## src/rtl/i2s_pkg.sv

```systemverilog
// Shared constants and types for the I2S microphone receiver.
package i2s_pkg;

    localparam int SLOT_BITS     = 32;
    localparam int SAMPLE_BITS   = 24;
    localparam int FRAME_SLOTS   = 2;
    localparam int BIT_CNT_BITS  = $clog2(SLOT_BITS * FRAME_SLOTS);
    localparam int SLOT_IDX_BITS = $clog2(SLOT_BITS);
    // Wide enough for the largest legal stretch (64*2*255-1).
    localparam int STRETCH_BITS  = 16;

    // Channel encodings; the value equals the WS level of that slot.
    typedef enum logic {
        CH_LEFT  = 1'b0,
        CH_RIGHT = 1'b1
    } channel_e;

    // Data bits sit in slots 1..SAMPLE_BITS (one-bit I2S delay after WS changes).
    function automatic logic is_data_slot(input logic [SLOT_IDX_BITS-1:0] slot);
        return (slot >= SLOT_IDX_BITS'(1)) && (slot <= SLOT_IDX_BITS'(SAMPLE_BITS));
    endfunction

endpackage

```

## src/rtl/i2s_mic_rx_if.sv

```systemverilog
// Microphone-side bus: serial data in, bit clock / word select out, plus the
// parallel sample and its stretched valid level.
interface i2s_mic_rx_if;
    import i2s_pkg::*;

    logic                   SD;
    logic                   SCK;
    logic                   WS;
    logic [SAMPLE_BITS-1:0] o_SAMPLE;
    logic                   SAMPLE_VALID;

    // Receiver side: drives the I2S clocks and the sample outputs.
    modport master (
        input  SD,
        output SCK,
        output WS,
        output o_SAMPLE,
        output SAMPLE_VALID
    );

    // Microphone / consumer side.
    modport slave (
        output SD,
        input  SCK,
        input  WS,
        input  o_SAMPLE,
        input  SAMPLE_VALID
    );

endinterface

```

## src/rtl/i2s_clk_gen.sv

```systemverilog
// I2S bit-clock and word-select generator. SCK toggles every CLK_DIV clk
// cycles; bit_cnt advances on every SCK fall and WS is its MSB, so WS can only
// change together with an SCK fall. The rise/fall strobes are high for the one
// clk cycle right after SCK changed level.
module i2s_clk_gen
    import i2s_pkg::*;
#(
    parameter int CLK_DIV = 4
) (
    input  logic                    clk,
    input  logic                    RESET,
    output logic                    o_sck,
    output logic                    o_ws,
    output logic                    o_sck_rise,
    output logic                    o_sck_fall,
    output logic [BIT_CNT_BITS-1:0] o_bit_cnt
);

    localparam logic [7:0] DIV_LAST = 8'(CLK_DIV - 1);

    logic [7:0]              r_div;
    logic                    r_sck;
    logic                    r_sck_rise;
    logic                    r_sck_fall;
    logic [BIT_CNT_BITS-1:0] r_bit_cnt;
    logic                    w_wrap;

    assign w_wrap = (r_div == DIV_LAST);

    // Divider, SCK toggle, edge strobes and slot counter.
    // NOTE: every register here uses <= so all of them see the same pre-edge
    // values; a blocking update would let later statements see the new SCK.
    always_ff @(posedge clk) begin
        if (RESET) begin
            r_div      <= '0;
            r_sck      <= 1'b0;
            r_sck_rise <= 1'b0;
            r_sck_fall <= 1'b0;
            r_bit_cnt  <= '0;
        end else begin
            r_sck_rise <= 1'b0;
            r_sck_fall <= 1'b0;
            if (w_wrap) begin
                r_div      <= '0;
                r_sck      <= ~r_sck;
                r_sck_rise <= ~r_sck;
                r_sck_fall <= r_sck;
                if (r_sck) begin
                    r_bit_cnt <= r_bit_cnt + BIT_CNT_BITS'(1);
                end
            end else begin
                r_div <= r_div + 8'd1;
            end
        end
    end

    assign o_sck      = r_sck;
    assign o_ws       = r_bit_cnt[BIT_CNT_BITS-1];
    assign o_sck_rise = r_sck_rise;
    assign o_sck_fall = r_sck_fall;
    assign o_bit_cnt  = r_bit_cnt;

endmodule

```

## src/rtl/i2s_mic_rx.sv

```systemverilog
// I2S microphone receiver: generates SCK/WS, synchronizes SD, shifts in the
// selected channel's 24 data bits MSB-first and presents each completed word
// with a SAMPLE_VALID level that stays high for VALID_STRETCH clk cycles.
// The first frame after reset is dropped because its clocks start mid-stream
// for the microphone.
module i2s_mic_rx
    import i2s_pkg::*;
#(
    parameter int CLK_DIV       = 4,
    parameter int VALID_STRETCH = 8,
    parameter int CHANNEL       = 0
) (
    input  logic         clk,
    input  logic         RESET,
    i2s_mic_rx_if.master bus
);

    if (CLK_DIV < 4 || CLK_DIV > 255) begin : g_bad_clk_div
        $error("i2s_mic_rx: CLK_DIV must be within 4..255");
    end
    if (VALID_STRETCH < 1 || VALID_STRETCH > 64 * 2 * CLK_DIV - 1) begin : g_bad_stretch
        $error("i2s_mic_rx: VALID_STRETCH must be within 1..(128*CLK_DIV-1)");
    end
    if (CHANNEL != int'(CH_LEFT) && CHANNEL != int'(CH_RIGHT)) begin : g_bad_channel
        $error("i2s_mic_rx: CHANNEL must be 0 (left) or 1 (right)");
    end

    localparam logic                     CH_WS          = (CHANNEL == int'(CH_RIGHT));
    localparam logic [STRETCH_BITS-1:0]  STRETCH_LAST   = STRETCH_BITS'(VALID_STRETCH - 1);
    localparam logic [SLOT_IDX_BITS-1:0] LAST_DATA_SLOT = SLOT_IDX_BITS'(SAMPLE_BITS);

    logic                     w_sck;
    logic                     w_ws;
    logic                     w_sck_rise;
    logic                     w_sck_fall;
    logic [BIT_CNT_BITS-1:0]  w_bit_cnt;
    logic [SLOT_IDX_BITS-1:0] w_slot;
    logic                     w_capture;
    logic                     w_word_done;
    logic [SAMPLE_BITS-1:0]   w_next_word;

    logic                     r_sd_meta;
    logic                     r_sd_sync;
    logic [SAMPLE_BITS-1:0]   r_shift;
    logic [SAMPLE_BITS-1:0]   r_sample;
    logic                     r_valid;
    logic [STRETCH_BITS-1:0]  r_stretch_cnt;
    logic                     r_first_frame;

    i2s_clk_gen #(
        .CLK_DIV (CLK_DIV)
    ) u_clk_gen (
        .clk        (clk),
        .RESET      (RESET),
        .o_sck      (w_sck),
        .o_ws       (w_ws),
        .o_sck_rise (w_sck_rise),
        .o_sck_fall (w_sck_fall),
        .o_bit_cnt  (w_bit_cnt)
    );

    assign w_slot      = w_bit_cnt[SLOT_IDX_BITS-1:0];
    assign w_capture   = w_sck_rise && (w_ws == CH_WS) && is_data_slot(w_slot);
    assign w_word_done = w_capture && (w_slot == LAST_DATA_SLOT);
    assign w_next_word = {r_shift[SAMPLE_BITS-2:0], r_sd_sync};

    // Two-flop synchronizer for the asynchronous SD line.
    always_ff @(posedge clk) begin
        if (RESET) begin
            r_sd_meta <= 1'b0;
            r_sd_sync <= 1'b0;
        end else begin
            r_sd_meta <= bus.SD;
            r_sd_sync <= r_sd_meta;
        end
    end

    // Shift the synchronized SD in on each data-slot SCK rise of our channel.
    always_ff @(posedge clk) begin
        if (RESET) begin
            r_shift <= '0;
        end else if (w_capture) begin
            r_shift <= w_next_word;
        end
    end

    // Hold off output until the slot counter has completed one full frame.
    always_ff @(posedge clk) begin
        if (RESET) begin
            r_first_frame <= 1'b1;
        end else if (w_sck_fall && (w_bit_cnt == '0)) begin
            r_first_frame <= 1'b0;
        end
    end

    // Load the completed word and run the SAMPLE_VALID stretch counter.
    always_ff @(posedge clk) begin
        if (RESET) begin
            r_sample      <= '0;
            r_valid       <= 1'b0;
            r_stretch_cnt <= '0;
        end else if (w_word_done && !r_first_frame) begin
            r_sample      <= w_next_word;
            r_valid       <= 1'b1;
            r_stretch_cnt <= STRETCH_LAST;
        end else if (r_stretch_cnt != '0) begin
            r_stretch_cnt <= r_stretch_cnt - STRETCH_BITS'(1);
        end else begin
            r_valid <= 1'b0;
        end
    end

    assign bus.SCK          = w_sck;
    assign bus.WS           = w_ws;
    assign bus.o_SAMPLE     = r_sample;
    assign bus.SAMPLE_VALID = r_valid;

endmodule

```

## src/flat_wrapper.sv

```systemverilog
// flat-port wrapper written by rule: the top's interface ports become plain ports
module i2s_mic_rx_flat import i2s_pkg::*;
#(
    parameter int CLK_DIV       = 4,
    parameter int VALID_STRETCH = 8,
    parameter int CHANNEL       = 0
)
  (clk, RESET, bus_SD, bus_SCK, bus_WS, bus_o_SAMPLE, bus_SAMPLE_VALID);
  i2s_mic_rx_if bus_i ();
  input  logic clk;
  input  logic RESET;
  input wire logic [$bits(bus_i.SD)-1:0] bus_SD;
  output wire logic [$bits(bus_i.SCK)-1:0] bus_SCK;
  output wire logic [$bits(bus_i.WS)-1:0] bus_WS;
  output wire logic [$bits(bus_i.o_SAMPLE)-1:0] bus_o_SAMPLE;
  output wire logic [$bits(bus_i.SAMPLE_VALID)-1:0] bus_SAMPLE_VALID;
  assign bus_i.SD = bus_SD;
  assign bus_SCK = bus_i.SCK;
  assign bus_WS = bus_i.WS;
  assign bus_o_SAMPLE = bus_i.o_SAMPLE;
  assign bus_SAMPLE_VALID = bus_i.SAMPLE_VALID;
  i2s_mic_rx #(.CLK_DIV(CLK_DIV), .VALID_STRETCH(VALID_STRETCH), .CHANNEL(CHANNEL)) u_core (.clk(clk), .RESET(RESET), .bus(bus_i));
endmodule
```

## config.mk

```make
export PLATFORM = sky130hd
export DESIGN_NAME = i2s_mic_rx_flat
export DESIGN_NICKNAME = d
export VERILOG_FILES = /design/src/rtl/i2s_pkg.sv /design/src/rtl/i2s_mic_rx_if.sv /design/src/rtl/i2s_clk_gen.sv /design/src/rtl/i2s_mic_rx.sv /design/src/flat_wrapper.sv
export SDC_FILE = /design/constraint.sdc
export NUM_CORES = 1
export LEC_CHECK = 0
export ABC_AREA = 1
export CORE_UTILIZATION = 55
export DETAILED_ROUTE_END_ITERATION = 10
export GPL_ROUTABILITY_DRIVEN = 0
export PLACE_DENSITY = 0.83
export SYNTH_ARGS = -nofsm -noshare
export SYNTH_HDL_FRONTEND = slang
export SYNTH_HIERARCHICAL = 1
export SYNTH_SLANG_ARGS = --single-unit
```

## constraint.sdc

```tcl
create_clock -name clk -period 1.65 [get_ports clk]
set_input_delay 0.2475 -clock clk [delete_from_list [all_inputs] [get_ports clk]]
set_output_delay 0.2475 -clock clk [all_outputs]
set_load 0.005 [all_outputs]
```

Word level (Yosys, flattened, before mapping) --
Index checks and enable logic that the tools add are counted.
Word-level totals: flip-flop bits (word level) 84, output and inout port bits 27
Operators by class: add/subtract/negate cells 3, magnitude comparators 2, eq/ne operators 3, mux-type cells 4, bitwise operators 3, reduce and logical (&&, ||, !) cells 14
Operators by type and width (count):
- nonzero test 16 bit | 1
- subtractor 16 x 1 -> 16 bit, second input constant | 1
- adder 8 x 1 -> 8 bit, second input constant | 1
- equality test 8 x 2 -> 1 bit, second input constant | 1
- adder 6 x 1 -> 6 bit, second input constant | 1
- logical AND 1 bit | 6
- zero test 6 bit | 1
- 2-to-1 mux 3 bit | 2
- OR reduction 2 bit | 3
- equality test 5 bit, second input constant | 1
- >= comparator 5 x 1 -> 1 bit, second input constant | 1
- less-or-equal comparator 5 bit, second input constant | 1
- inverter 1 bit | 3
- 2-to-1 mux 1 bit | 2
- != test 2 x 1 -> 1 bit, second input constant | 1
- AND reduction 2 bit | 1
- nonzero test 2 bit | 1
- zero test 1 bit | 1

Logic depth before layout (Yosys ltp) --
depth after elaboration 6, depth in mapped cells 9, mapped depth without buffers 9

Hierarchy --
The synthesis kept the hierarchy.
Modules (own cells, without submodules):
- i2s_mic_rx | instances 1, cells an instance 393, area an instance 2857.7 µm², sequential area each 1341.3 µm²
- i2s_clk_gen | instances 1, cells an instance 102, area an instance 795.8 µm², sequential area each 340.3 µm²

Worst setup path before layout --
OpenSTA, ideal clock, no wires.
path type register -> register, start register u_core.u_clk_gen.r_bit_cnt[3] (netlist: u_core/u_clk_gen/o_bit_cnt[3]), end register u_core.r_sample[10] (netlist: u_core/bus.o_SAMPLE[10]), setup time 0.116 ns, arrival 1.197 ns, required time 1.534 ns, setup slack 0.337 ns, stages on the path, launching flop included 8, path buffers 2, period minus slack after synthesis 1.313 ns, cells stage by stage dfxtp_1 nand3_1 nor2_2 nand3_2 buf_6 buf_6 o21ai_0 nor2_1
Between the ends: cells in the longest elaborated chain, start to end 5
RTL lines:
- start: declaration | RTL line i2s_clk_gen.sv:25 | logic [BIT_CNT_BITS-1:0] r_bit_cnt;
- start signal: assignment | RTL line i2s_clk_gen.sv:49 | r_bit_cnt <= r_bit_cnt + BIT_CNT_BITS'(1);
- >= comparator 5 x 1 -> 1 bit / less-or-equal comparator 5 bit (equally long branches) | RTL line i2s_pkg.sv:20 | return (slot >= SLOT_IDX_BITS'(1)) && (slot <= SLOT_IDX_BITS'(SAMPLE_BITS));
- logical AND 1 bit | RTL line i2s_pkg.sv:20
- logical AND 1 bit | RTL line i2s_mic_rx.sv:63 | assign w_capture = w_sck_rise && (w_ws == CH_WS) && is_data_slot(w_slot);
- logical AND 1 bit (*) | RTL line i2s_mic_rx.sv:64 | assign w_word_done = w_capture && (w_slot == LAST_DATA_SLOT);
- logical AND 1 bit (*) | RTL line i2s_mic_rx.sv:102 | end else if (w_word_done && !r_first_frame) begin
- end signal: assignment | RTL line i2s_mic_rx.sv:103 | r_sample <= w_next_word;
- end: declaration | RTL line i2s_mic_rx.sv:45 | logic [SAMPLE_BITS-1:0] r_sample;
Every way passes the cells marked *; elsewhere a longest branch is shown, timed or not. A chain may end at the register's enable or synchronous reset.

Worst setup path in the final report --
start register u_core.u_clk_gen.r_bit_cnt[1] (netlist: u_core/u_clk_gen/o_bit_cnt[1]), end register u_core.r_shift[4]
Between the ends: cells in the longest elaborated chain, start to end 3
RTL lines:
- >= comparator 5 x 1 -> 1 bit / less-or-equal comparator 5 bit (equally long branches) | RTL line i2s_pkg.sv:20
- logical AND 1 bit (*) | RTL line i2s_pkg.sv:20
- logical AND 1 bit (*) | RTL line i2s_mic_rx.sv:63
- end signal: assignment | RTL line i2s_mic_rx.sv:83 | r_shift <= w_next_word;
- end: declaration | RTL line i2s_mic_rx.sv:44 | logic [SAMPLE_BITS-1:0] r_shift;
Marks and branches as above.

==> tab_implementation.tex <==
\begin{tabular}{lr}
\hline
Metric & Value \\
\hline
\multicolumn{2}{l}{\textbf{Floorplan}} \\
\quad Placeable core region & 6386 sq um \\
\quad Die height & 83.50 microns \\
\quad Overall die area & 6972 sq um \\
\quad Standard-cell row count & 29 \\
\quad I/O pins & 30 \\
\quad Die W & 83.50 microns \\
\quad Effective utilization at floorplan & 57.21\% \\
\multicolumn{2}{l}{\textbf{GRT}} \\
\quad Wire length of the first global-routing pass & 13170 microns \\
\quad Initial antenna violation count & 0 \\
\quad Sum of overflow across all layers after global routing & 0 \\
\quad Largest net degree at the start of global routing & 32 \\
\quad GRT Resource Usage Total & 22.97\% \\
\quad Number of global-route vias before repair & 3059 \\
\multicolumn{2}{l}{\textbf{Route}} \\
\quad Drt pass-1 iters & 5 \\
\quad Total via count after detailed routing & 3297 \\
\quad Wire length after detailed routing & 7678 microns \\
\quad DRC violations left & 0 \\
\quad Post-detailed-route via-to-cell ratio & 5.361 \\
\quad Remaining number of nets flagged by the antenna check after routing & 0 \\
\quad DR WL/cell & 12.48 microns \\
\quad Initial DRC Count & 193 \\
\multicolumn{2}{l}{\textbf{Yosys}} \\
\quad Average cell area after synthesis & 7.381 sq um \\
\quad Post-synthesis cell area & 3654 sq um \\
\quad Yosys warnings & 6 \\
\quad Leading post-synthesis cells by cell area & sky130\_fd\_sc\_hd\_\_dfxtp\_1 (46\%), sky130\_fd\_sc\_hd\_\_nor2\_1 (11\%), sky130\_fd\_sc\_hd\_\_nand2\_1 (10\%) \\
\quad Share of synthesized area occupied by flip-flops and latches & 46.03\% \\
\quad Area fraction of the dominant cell type after synthesis & 46.03\% \\
\quad Number of different library cells in the post-synthesis netlist & 32 \\
\quad Cell type with the highest aggregate area in the netlist & sky130\_fd\_sc\_hd\_\_dfxtp\_1 \\
\quad Synthesized Nets & 502 \\
\quad Cells after synthesis & 495 \\
\quad Count of state elements after synthesis & 84 \\
\multicolumn{2}{l}{\textbf{Timing}} \\
\quad Worst Hold Slack & 0.4089 ns \\
\quad Setup-violating endpoint count in the final report & 0 \\
\quad Total negative slack for setup checks & 0 ns \\
\quad Pins Over Slew Limit & 0 \\
\quad Post-route fraction of the period consumed by the critical path & 93.04\% \\
\quad Worst Slack Setup Final & 0.1148 ns \\
\quad Relative max-transition margin & 78.53\% \\
\quad Fin Clk Skew & 0.007856 ns \\
\quad Period minus WS final & 1.535 ns \\
\quad Slew at the pin with the worst max-slew slack & 0.3220 ns \\
\quad Endpoints failing hold & 0 \\
\quad Upper clock frequency limit & 651.4 MHz \\
\quad RSZ-0062 raised after global routing & false \\
\multicolumn{2}{l}{\textbf{Power}} \\
\quad Combinational group share of total power & 31.0\% \\
\quad Internal portion of total power & 3908 uW \\
\quad Sw power & 2092 uW \\
\quad Sequential group share of total power & 40.0\% \\
\quad VDD IR max & 1303 uV \\
\quad Areal power density over the cells & 1395 nW/um\^{}2 \\
\quad Part of the power in the clock network & 29.0\% \\
\quad Switching Share & 34.87\% \\
\quad Leakage & 0.001757 uW \\
\multicolumn{2}{l}{\textbf{Finish}} \\
\quad Sequential cell area & 1683 sq um \\
\quad Cell area after layout & 4300 sq um \\
\quad Fill cell instance count of the final layout & 549 \\
\quad Area of combinational cells with multiple inputs & 1699 sq um \\
\quad Share of post-route cells with drive strength above 1 & 10.78\% \\
\quad Util after Layout & 67.34\% \\
\quad Layout overhead on the synthesized area & 17.71\% \\
\quad Ant. Diodes & 0 \\
\quad Net count reported at finish & 540 \\
\multicolumn{2}{l}{\textbf{Critical path}} \\
\quad Worst reg2reg setup slack & 0.11 ns \\
\quad Max FO, Critical Path & 25 \\
\quad CP arrival & 1.82 ns \\
\quad Class of the most critical setup path & reg2reg \\
\quad Category of the worst setup path capture point & flop \\
\quad Critical path startpoint category & flop \\
\quad CP required & 1.93 ns \\
\multicolumn{2}{l}{\textbf{Place}} \\
\quad Placement Setup Slack & 0.1286 ns \\
\quad Post-placement cell area & 4059 sq um \\
\quad Number of input and output port buffers inserted & 29 \\
\quad Dpl hpwl & 5347 microns \\
\multicolumn{2}{l}{\textbf{Clocking}} \\
\quad Number of buffers between clock root and the deepest sink & 2 \\
\quad Number of H-tree levels & 3 \\
\quad Clock-pin transition on the worst setup and hold timing paths & 0.08 ns \\
\quad Later-pin clock latency in the skew report & 0.35 ns \\
\quad Number of sinks driven by the clock tree & 84 \\
\quad CTS root buf & sky130\_fd\_sc\_hd\_\_clkbuf\_8 \\
\quad Clock buffers created by TritonCTS & 9 \\
\quad Post\_cts resized & 0 \\
\quad Number of buffers inserted to repair setup after CTS & 0 \\
\quad TritonCTS clock tree & done \\
\quad Total of hold buffers inserted after clock tree synthesis & 0 \\
\multicolumn{2}{l}{\textbf{Flow run}} \\
\quad Total of max-cap violations & 0 \\
\multicolumn{2}{l}{\textbf{Status}} \\
\quad Run status & finished clean \\
\multicolumn{2}{l}{\textbf{Min path}} \\
\quad Worst min-delay path class & reg2reg \\
\hline
\end{tabular}
## stage by stage
stage	cells	total power, uW
after floorplan	495	3877
after CTS	615	6002
after detailed placement	599	4262
after global routing	615	6427
after global placement	599	4203
final	615	6000
## worst paths after layout
path | from | to | cells past startpoint
setup reg to reg | u_core/u_clk_gen/o_bit_cnt[1] | u_core/r_shift[4] | 7
hold / removal | u_core/r_sd_meta | u_core/r_sd_sync | 2
setup / recovery | u_core/u_clk_gen/o_bit_cnt[1] | u_core/r_shift[4] | 7
hold reg to reg | u_core/r_sd_meta | u_core/r_sd_sync | 2
## area by class of cell
type | count | area share [%]
inverters | 37 | 3.288
repair buffers | 49 | 10.24
clock inverters | 6 | 2.619
clock buffers | 10 | 2.968
well taps | 77 | 2.240
multi-input cells | 352 | 39.51
flip-flops and latches | 84 | 39.13
## worst max-delay path, cell delays in order (launching register included)
cell and delay (ns):
sky130_fd_sc_hd__dfxtp_1 0.38, sky130_fd_sc_hd__nor2_4 0.17, sky130_fd_sc_hd__nand3_4 0.08, sky130_fd_sc_hd__buf_4 0.23, sky130_fd_sc_hd__nand3_2 0.10, sky130_fd_sc_hd__buf_4 0.25
sky130_fd_sc_hd__nand2_1 0.10, sky130_fd_sc_hd__a21oi_1 0.14
## per-layer routing
layer | up-vias | share of wire, % | wire [microns] | global-route usage, %
met1 | 1527 | 46 | 3566 | 28.83
met4 | 0 | 0.87 | 67 | 6.163
met5 | - | 0 | 0 | 0
li1 | 1671 | - | - | -
met2 | 91 | 47 | 3644 | 39.42
met3 | 8 | 5.2 | 400 | 5.737
## cells by family after synthesis
logic type               synth area share [%]
AND/OR/NAND/NOR                         35.10
flip-flops                              46.03
AO/OA/AOI/OAI                           8.356
buffers and inverters                   7.465
XOR/XNOR                                1.678
adder cells (fa/ha/maj)                 1.370
## power by group through the flow
stage,Clock (uW),Combinational [uW],Sequential [uW]
after CTS,1760,1850,2390
after detailed placement,0,1820,2440
final,1740,1860,2400
after global placement,0,1770,2430
after global routing,1840,2160,2420
after floorplan,0,1490,2390
## placed cells by master, fill, tap and decap left out, types with 6 or more instances in the layout
| cell | Yosys | final |
|---|---|---|
| sky130_fd_sc_hd__buf_4 | 5 | 20 |
| sky130_fd_sc_hd__o21ai_0 | 24 | 24 |
| sky130_fd_sc_hd__nand2_1 | 100 | 100 |
| sky130_fd_sc_hd__nand4_1 | 27 | 27 |
| sky130_fd_sc_hd__dfxtp_1 | 84 | 83 |
| sky130_fd_sc_hd__inv_1 | 34 | 34 |
| sky130_fd_sc_hd__a21oi_1 | 32 | 32 |
| sky130_fd_sc_hd__clkbuf_8 | 0 | 9 |
| sky130_fd_sc_hd__nand3_1 | 17 | 17 |
| sky130_fd_sc_hd__xor2_1 | 6 | 6 |
| sky130_fd_sc_hd__nor2_1 | 105 | 105 |
| sky130_fd_sc_hd__clkdlybuf4s50_1 | 0 | 29 |
## synth_stat cells
cell type / n
sky130_fd_sc_hd__nor2_1: 105
sky130_fd_sc_hd__nand2_1: 100
sky130_fd_sc_hd__dfxtp_1: 84
sky130_fd_sc_hd__inv_1: 34
sky130_fd_sc_hd__a21oi_1: 32
sky130_fd_sc_hd__nand4_1: 27
sky130_fd_sc_hd__o21ai_0: 24
sky130_fd_sc_hd__nand3_1: 17
sky130_fd_sc_hd__clkbuf_1: 7
sky130_fd_sc_hd__xor2_1: 6
sky130_fd_sc_hd__buf_2: 5
sky130_fd_sc_hd__buf_4: 5
sky130_fd_sc_hd__nand2_2: 5
sky130_fd_sc_hd__nand3b_1: 5
sky130_fd_sc_hd__nor2_2: 5
sky130_fd_sc_hd__o21ai_1: 5
sky130_fd_sc_hd__ha_1: 4
sky130_fd_sc_hd__nand3_2: 4
sky130_fd_sc_hd__nor3_1: 4
sky130_fd_sc_hd__buf_6: 3
sky130_fd_sc_hd__nor2_4: 2
sky130_fd_sc_hd__nor3b_1: 2
sky130_fd_sc_hd__buf_1: 1
sky130_fd_sc_hd__clkbuf_2: 1
sky130_fd_sc_hd__clkinv_1: 1
sky130_fd_sc_hd__inv_2: 1
sky130_fd_sc_hd__inv_4: 1
sky130_fd_sc_hd__nand2_4: 1
sky130_fd_sc_hd__nand3_4: 1
sky130_fd_sc_hd__nor2_8: 1
sky130_fd_sc_hd__nor3b_2: 1
sky130_fd_sc_hd__xnor2_1: 1
## registers in the layout, summed over array words and instances (netlist names)
signal and cells:
u_core/u_clk_gen/o_sck 1, u_core/r_first_frame 1, u_core/r_sd_sync 1, u_core/r_stretch_cnt 16, u_core/r_sd_meta 1, u_core/r_shift 23
u_core/u_clk_gen/o_bit_cnt 6, u_core/u_clk_gen/r_div 8, u_core/bus.SAMPLE_VALID 1, u_core/bus.o_SAMPLE 24, u_core/u_clk_gen/o_sck_rise 1, u_core/u_clk_gen/o_sck_fall 1
(Power assumes the default switching activity.)
